**config.mk**
```make
export PLATFORM = sky130hd
export DESIGN_NAME = color_rom_arbiter
export DESIGN_NICKNAME = d
export VERILOG_FILES = /design/src/rtl/color_rom_arbiter.sv
export SDC_FILE = /design/constraint.sdc
export NUM_CORES = 1
export LEC_CHECK = 0
export BUFFER_PORTS_ARGS = -buffer_cell sky130_fd_sc_hd__clkbuf_2
export CORE_MARGIN = 2
export CORE_UTILIZATION = 50
export CTS_BUF_LIST = sky130_fd_sc_hd__clkbuf_2
export DETAILED_ROUTE_END_ITERATION = 8
export MAX_ROUTING_LAYER = met4
export PLACE_DENSITY = 0.79
export SLEW_MARGIN = 15
export SYNTH_ARGS = -nofsm -noshare
export SYNTH_HDL_FRONTEND = slang
export SYNTH_SLANG_ARGS = --single-unit
```
**constraint.sdc**
```tcl
create_clock -name clk -period 3.9 [get_ports clk]
set_input_delay 0 -clock clk [delete_from_list [all_inputs] [get_ports clk]]
set_output_delay 0 -clock clk [all_outputs]
set_load 0.01 [all_outputs]
```
**src/rtl/color_rom_arbiter.sv**
```systemverilog
// Round-robin arbiter sharing one single-port colour-reference ROM among N_REQ requesters.
// It issues one ROM read per cycle and routes each returned byte back to its requester.
module color_rom_arbiter #(
    parameter int unsigned N_REQ      = 4,
    parameter int unsigned ADDR_WIDTH = 11,
    parameter int unsigned DATA_WIDTH = 8,
    parameter int unsigned RD_LAT     = 1
) (
    input  logic                        clk,
    input  logic                        rst_n,
    input  logic [N_REQ-1:0]            req,
    input  logic [N_REQ*ADDR_WIDTH-1:0] req_addr,
    output logic [N_REQ-1:0]            gnt,
    output logic [N_REQ-1:0]            rvalid,
    output logic [DATA_WIDTH-1:0]       rdata,
    output logic [ADDR_WIDTH-1:0]       rom_addr,
    input  logic [DATA_WIDTH-1:0]       rom_rd_data,
    output logic                        rom_rst
);

    localparam int unsigned PTR_W = $clog2(N_REQ);
    localparam int unsigned DEPTH = RD_LAT + 1;

    logic [PTR_W-1:0]      ptr_q, ptr_d;
    logic [PTR_W-1:0]      win_id;
    logic [PTR_W-1:0]      idx_w;
    logic                  win_any;
    logic [ADDR_WIDTH-1:0] addr_arr [N_REQ];
    logic [ADDR_WIDTH-1:0] sel_addr;
    logic [ADDR_WIDTH-1:0] rom_addr_q;
    logic [DEPTH-1:0]      tag_vld_q;
    logic [PTR_W-1:0]      tag_id_q [DEPTH];
    logic [N_REQ-1:0]      rvalid_q, rvalid_d;
    logic [DATA_WIDTH-1:0] rdata_q;
    logic                  rom_rst_q;

    for (genvar i = 0; i < N_REQ; i++) begin : g_addr
        assign addr_arr[i] = req_addr[i*ADDR_WIDTH +: ADDR_WIDTH];
    end

    // Search starts at ptr and wraps modulo N_REQ, so non-power-of-two counts work.
    always_comb begin
        win_any  = 1'b0;
        win_id   = '0;
        idx_w    = '0;
        sel_addr = '0;
        for (int unsigned k = 0; k < N_REQ; k++) begin
            idx_w = PTR_W'((32'(ptr_q) + k) % N_REQ);
            if (!win_any && req[idx_w]) begin
                win_any  = 1'b1;
                win_id   = idx_w;
                sel_addr = addr_arr[idx_w];
            end
        end
        if (!rst_n) begin
            win_any = 1'b0;
        end
    end

    always_comb begin
        gnt   = '0;
        ptr_d = ptr_q;
        if (win_any) begin
            gnt[win_id] = 1'b1;
            ptr_d       = (win_id == PTR_W'(N_REQ - 1)) ? '0 : win_id + 1'b1;
        end
    end

    always_comb begin
        rvalid_d = '0;
        if (tag_vld_q[DEPTH-1]) begin
            rvalid_d[tag_id_q[DEPTH-1]] = 1'b1;
        end
    end

    always_ff @(posedge clk) begin
        rom_rst_q <= ~rst_n;
        if (!rst_n) begin
            ptr_q      <= '0;
            rom_addr_q <= '0;
            tag_vld_q  <= '0;
            rvalid_q   <= '0;
            rdata_q    <= '0;
            for (int unsigned k = 0; k < DEPTH; k++) begin
                tag_id_q[k] <= '0;
            end
        end else begin
            ptr_q       <= ptr_d;
            tag_vld_q   <= {tag_vld_q[DEPTH-2:0], win_any};
            tag_id_q[0] <= win_id;
            for (int unsigned k = 1; k < DEPTH; k++) begin
                tag_id_q[k] <= tag_id_q[k-1];
            end
            if (win_any) begin
                rom_addr_q <= sel_addr;
            end
            rvalid_q <= rvalid_d;
            // The tag reaching the last stage lines up with the ROM output for that access.
            if (tag_vld_q[DEPTH-1]) begin
                rdata_q <= rom_rd_data;
            end
        end
    end

    assign rom_addr = rom_addr_q;
    assign rvalid   = rvalid_q;
    assign rdata    = rdata_q;
    assign rom_rst  = rom_rst_q;

endmodule

```
# After elaboration in Yosys (flattened, before gate mapping)

Memories as Yosys holds them, arrays and structs flattened.
Cells that the tools add are included.

RAM bits: 4
Bits in latches: 0
ROM bits: 0
Output and inout port bits: 28
Word-level logic and storage cells: 83
Bits of input ports: 58
Flip-flop bits (word level): 28
Memories: 1

Memories:

| name     | depth | bits a word | rd ports | clocked after Yosys merged registers in | write ports | RTL line | text |
|---|---|---|---|---|---|---|---|
| tag_id_q | 2     | 2           | 2        | 0                                       | 2           | 32       | `logic [PTR_W-1:0] tag_id_q [DEPTH];` |

Reduce and logical (&&, ||, !) cells: 9
Bitwise operators: 7
Equal/unequal tests: 1
Multiplexer cells: 43
$mul: 0
Magnitude comparators: 12
Shift-type cells: 0
Add/sub/neg operators: 4
Div/mod/pow operators: 0

Operators by type and width:

| operator            | count |
|---|---|
| $mux 11             | 12 |
| $bmux 11 s2         | 4 |
| $lt 2x3->1 const B  | 6 |
| $mux 2              | 7 |
| $mux 1              | 13 |
| $ge 3x3->1 const B  | 4 |
| $not 2->3           | 4 |
| $bmux 1 s2          | 4 |
| $logic_and 1x1->1   | 5 |
| $add 2x1->2 const B | 2 |
| $add 2x2->2 const B | 2 |
| $demux 1 s2         | 2 |
| $ge 2x1->1 const B  | 2 |
| $mux 4              | 1 |
| $logic_not 1->1     | 3 |
| $eq 2x2->1 const B  | 1 |
| $or 1x1->1          | 2 |
| $reduce_and 2->1    | 1 |
| $not 1->1           | 1 |

# Depth between registers and ports, before layout

Word-level depth: 17
Depth in mapped cells: 8
Gate-level depth less buffers: 5

# Least setup slack after synthesis

Ideal clock, no wire load.

Path type: reg2reg
Start point: register ptr_q[1]
End point: register rom_addr_q[0] (netlist: rom_addr[0])
Setup slack: 2.249 ns
Path buffers: 3
Library setup time: 0.120 ns
Arrival: 1.531 ns
Stages on the path, launching flop included: 8
Clock period less this slack: 1.651 ns
Required time: 3.780 ns
Cells stage by stage: dfxtp_1 -> buf_6 -> buf_6 -> buf_2 -> mux2_1 -> nand2_1 -> o21ai_1 -> a211o_1

Longest elaborated chain between the ends: 13
Elaborated cells between the ends (all ways): 42
Classes of those cells: add/sub (3); mux (29); bitwise (4); reduce/logical (6)

RTL lines:

| what                                                                 | RTL line | text |
|---|---|---|
| start: declaration                                                   | 24       | `logic [PTR_W-1:0] ptr_q, ptr_d;` |
| start signal: assignment                                             | 88       | `ptr_q <= ptr_d;` |
| parallel branches: the longest is 13 deep, another holds $add 2x1->2 | -        |  |
| end signal: assignment                                               | 95       | `rom_addr_q <= sel_addr;` |
| end: declaration                                                     | 30       | `logic [ADDR_WIDTH-1:0] rom_addr_q;` |

Parallel ways; which one is timed is not known. The select of a mux whose other input is x is not followed.
A chain may end at the register's enable or synchronous reset.

# Worst setup path in the final report

Start point: register ptr_q[1]
End point: output port gnt[3]

Longest elaborated chain between the ends: 17
Elaborated cells between the ends (all ways): 32
Classes of those cells: add/sub (3); order compare (2); mux (20); reduce/logical (7)

RTL lines:

| what                                                                | RTL line | text |
|---|---|---|
| parallel branches: the longest is 16 deep, another holds $lt 2x3->1 | -        |  |
| $mux 4 *                                                            | 63       | `if (win_any) begin` |
| end: declaration                                                    | 13       | `output logic [N_REQ-1:0] gnt,` |

Mark *: on every way between the ends. The select of a mux whose other input is x is not followed.

==> results.ini <==
[detailed_routing]
finalWirelength_mm = 7.41
drt-initial-drc-count = 186
drcViolationCount = 0
dr_total_vias = 2802
vias_per_cell = 5.99
firstDrtPassIters = 4
drt-wirelength-per-cell_um = 15.8
ant_nets = 0

[synthesis]
synth-edff-count = 0
ys_types = 51
ys_warn_count = 0
avgSynthCellArea_um2 = 8.43
synth-seq-cells = 32
async_flop_share = 0
ys_seq_area_frac = 0.235
ys.flop_type = dfxtp_1
synth_nets = 381
syn_inst = 323
syn-cell-area_mm2 = 0.00272

[timing]
setup_tns_ns = 0
post-route-period-util = 0.694
skew_ns = 0.0261
hold_viol = 0
drv_slew = 0
fmax_mhz = 369
min_period_ns = 2.71
worst_pin_slew_ns = 0.886
slew_headroom = 0.408
setup_violations = 0
rsz0062_at_grt = no

[final_layout]
syn_to_final_growth_pct = 19.2
fin_cells = 468
fill_cells = 445
layout_commonest_cell = clkbuf_2
post-route-util = 0.628
drive_gt1_frac = 0.349
final_nets = 455
num_antenna_cells = 0
layout_common_cells = 90 x clkbuf_2, 30 x dfxtp_1, 27 x a21oi_1, 27 x nor2_1, 24 x nand2_1

[pwr]
total_leakage_power_uw = 0.00143
power_switching_uw = 375
p_int_uw = 658
clkPwrFrac = 0.226
switching_share = 0.363
p_seq_frac = 0.390
vdd_drop_max_mv = 0.193
power_density_mw_per_mm2 = 318
pwr-share-comb = 0.385

[global_routing]
gr-total-overflow = 0
grt_usage = 0.257
grt_pass1_vias = 2698
grt_pass1_wl_mm = 12.4
antenna_found_initial = 0
grt_max_degree = 45

[setup_path]
path_buf_inv = 2
startpoint_type = flip-flop
r2r-end = rom_addr[1]
max_stage_delay_ns = 0.72
cp-end-kind = output port
cp_slowest_cell = dfxtp_2
rr_worst_depth = 5
crit_required_ns = 3.90
reg2reg_from = ptr_q[1]
cp-startpoint = ptr_q[1]
cp_max_fo = 43
crit_type = flip-flop to output port
reg2reg_slack_ns = 1.29
worstPathCellList = buf_4, nand2b_1, a21oi_1, a221oi_2, nand2_1, nor2_1, clkbuf_2
crit_arrival_ns = 2.71
cpLargestDelayFamily = flip-flops

[placement]
portBuffers = 85
dp_hpwl_mm = 5.19
gp_congestion = 0.856
place_inst = 451

[cts]
htree_levels = 2
numCtsBuffers = 5
clockBufferDepth = 2
root_buffer = clkbuf_2
clock_latency_ns = 0.39
path_clk_slew_ns = 0.20
post_cts_buffers = 0
cts_sinks = 32
cts_tree = done
ctsResizeCount = 0
ctsHoldBuffers = 9

[min_path]
whs_path_depth = 3
min_to = rom_addr[2]
holdCritPathClass = input pin to flip-flop
worst_hold_startpoint = req_addr[2]

[outcome]
status = completed

[floorplanning]
pin_count = 86
dieArea_mm2 = 0.00605
start_util = 0.527
die_x_um = 77.8
rows = 26
core_area_mm2 = 0.00517
die_h_um = 77.8

[run]
drv_cap = 0

worst reg2reg max path: stages, from the launching register on:
cell and delay (ns):
dfxtp_2 0.53, nor2b_1 0.77, a32o_1 0.56, a222oi_1 0.16, mux2_2 0.33, a221oi_2 0.22
worst max path at each step:
stage / end / cells past startpoint / slack [ns]
after detailed placement: rom_addr[1] / 5 / 1.36
after CTS: gnt[1] / 7 / 1.18
after global routing: gnt[1] / 7 / 0.95
after floorplan: rom_addr[0] / 7 / 2.25
final: gnt[3] / 7 / 1.19
after global placement: rom_addr[1] / 5 / 1.42
cell usage after synthesis, types with 2 or more instances:
| library cell | count | share of area |
|---|---|---|
| dfxtp_1 | 32 | 0.24 |
| a21oi_1 | 27 | 0.050 |
| nor2_1 | 27 | 0.037 |
| nand2_1 | 24 | 0.033 |
| mux2_2 | 23 | 0.095 |
| a221o_1 | 20 | 0.073 |
| mux2i_1 | 19 | 0.070 |
| nor3_1 | 16 | 0.029 |
| and2_1 | 14 | 0.032 |
| buf_2 | 14 | 0.026 |
| a211o_1 | 10 | 0.032 |
| o31ai_1 | 10 | 0.028 |
| clkbuf_1 | 9 | 0.012 |
| mux2_1 | 9 | 0.037 |
| o21ai_1 | 8 | 0.015 |
| inv_1 | 6 | 0.0083 |
| buf_6 | 4 | 0.017 |
| buf_4 | 3 | 0.0083 |
| inv_2 | 3 | 0.0041 |
| nor2b_1 | 3 | 0.0069 |
| o21ai_0 | 3 | 0.0055 |
| a221oi_2 | 2 | 0.011 |
| a222oi_1 | 2 | 0.0073 |
| mux4_2 | 2 | 0.017 |
| nor2_2 | 2 | 0.0046 |
| nor3b_1 | 2 | 0.0055 |
| o211ai_2 | 2 | 0.0092 |
| o22ai_1 | 2 | 0.0046 |
| o311ai_2 | 2 | 0.012 |
| or4b_1 | 2 | 0.0073 |
layout make-up:
| type | instances | area (um2) | area share |
|---|---|---|---|
| sequential | 32 | 643 | 0.198 |
| timing repair buffer | 97 | 538 | 0.166 |
| inverter | 9 | 33.8 | 0.0104 |
| clock buffer | 5 | 25.0 | 0.00770 |
| clock inverter | 3 | 42.5 | 0.0131 |
| tap | 70 | 87.6 | 0.0270 |
| multi-input combinational | 252 | 1880 | 0.578 |
per-layer routing:
layer	track usage	up-vias	share of wire
li1	-	1375	-
met1	0.303	1302	0.42
met2	0.452	116	0.50
met3	0.0395	9	0.068
met4	0.0750	0	0.014
met5	-	-	0
metrics by stage:
step                      setup slack [ns]  power [uW]  cell area [um2]  hold WS (ns)
final                                 1.19        1030             3250        0.0494
after CTS                             1.18        1030             3250        0.0343
after global placement                1.42         785             3090         0.235
after global routing                 0.950        1100             3250        0.0432
after floorplan                       2.25         687             2720         0.148
after detailed placement              1.36         795             3090         0.250
state kept, by name, summed over array words and instances (netlist names):
register,cells
tag_vld_q,2
rom_addr,11
rvalid,4
ptr_q,2
rdata,8
tag_id_q,4
rom_rst,1
cell families after synthesis:
logic type      after synthesis  share of synthesized area
buf+inv                      39                     0.0753
flops                        32                      0.235
mux                          53                      0.219
compound gates               99                      0.286
simple gates                100                      0.185
power groups by stage:
stage                     Combinational [uW]  Sequential [uW]  Clock [uW]
after floorplan                          292              396           0
after CTS                                394              402         237
after global placement                   377              408           0
after detailed placement                 386              409           0
final                                    397              403         233
after global routing                     434              410         253
Note: power is estimated with default switching activity, not from simulation.
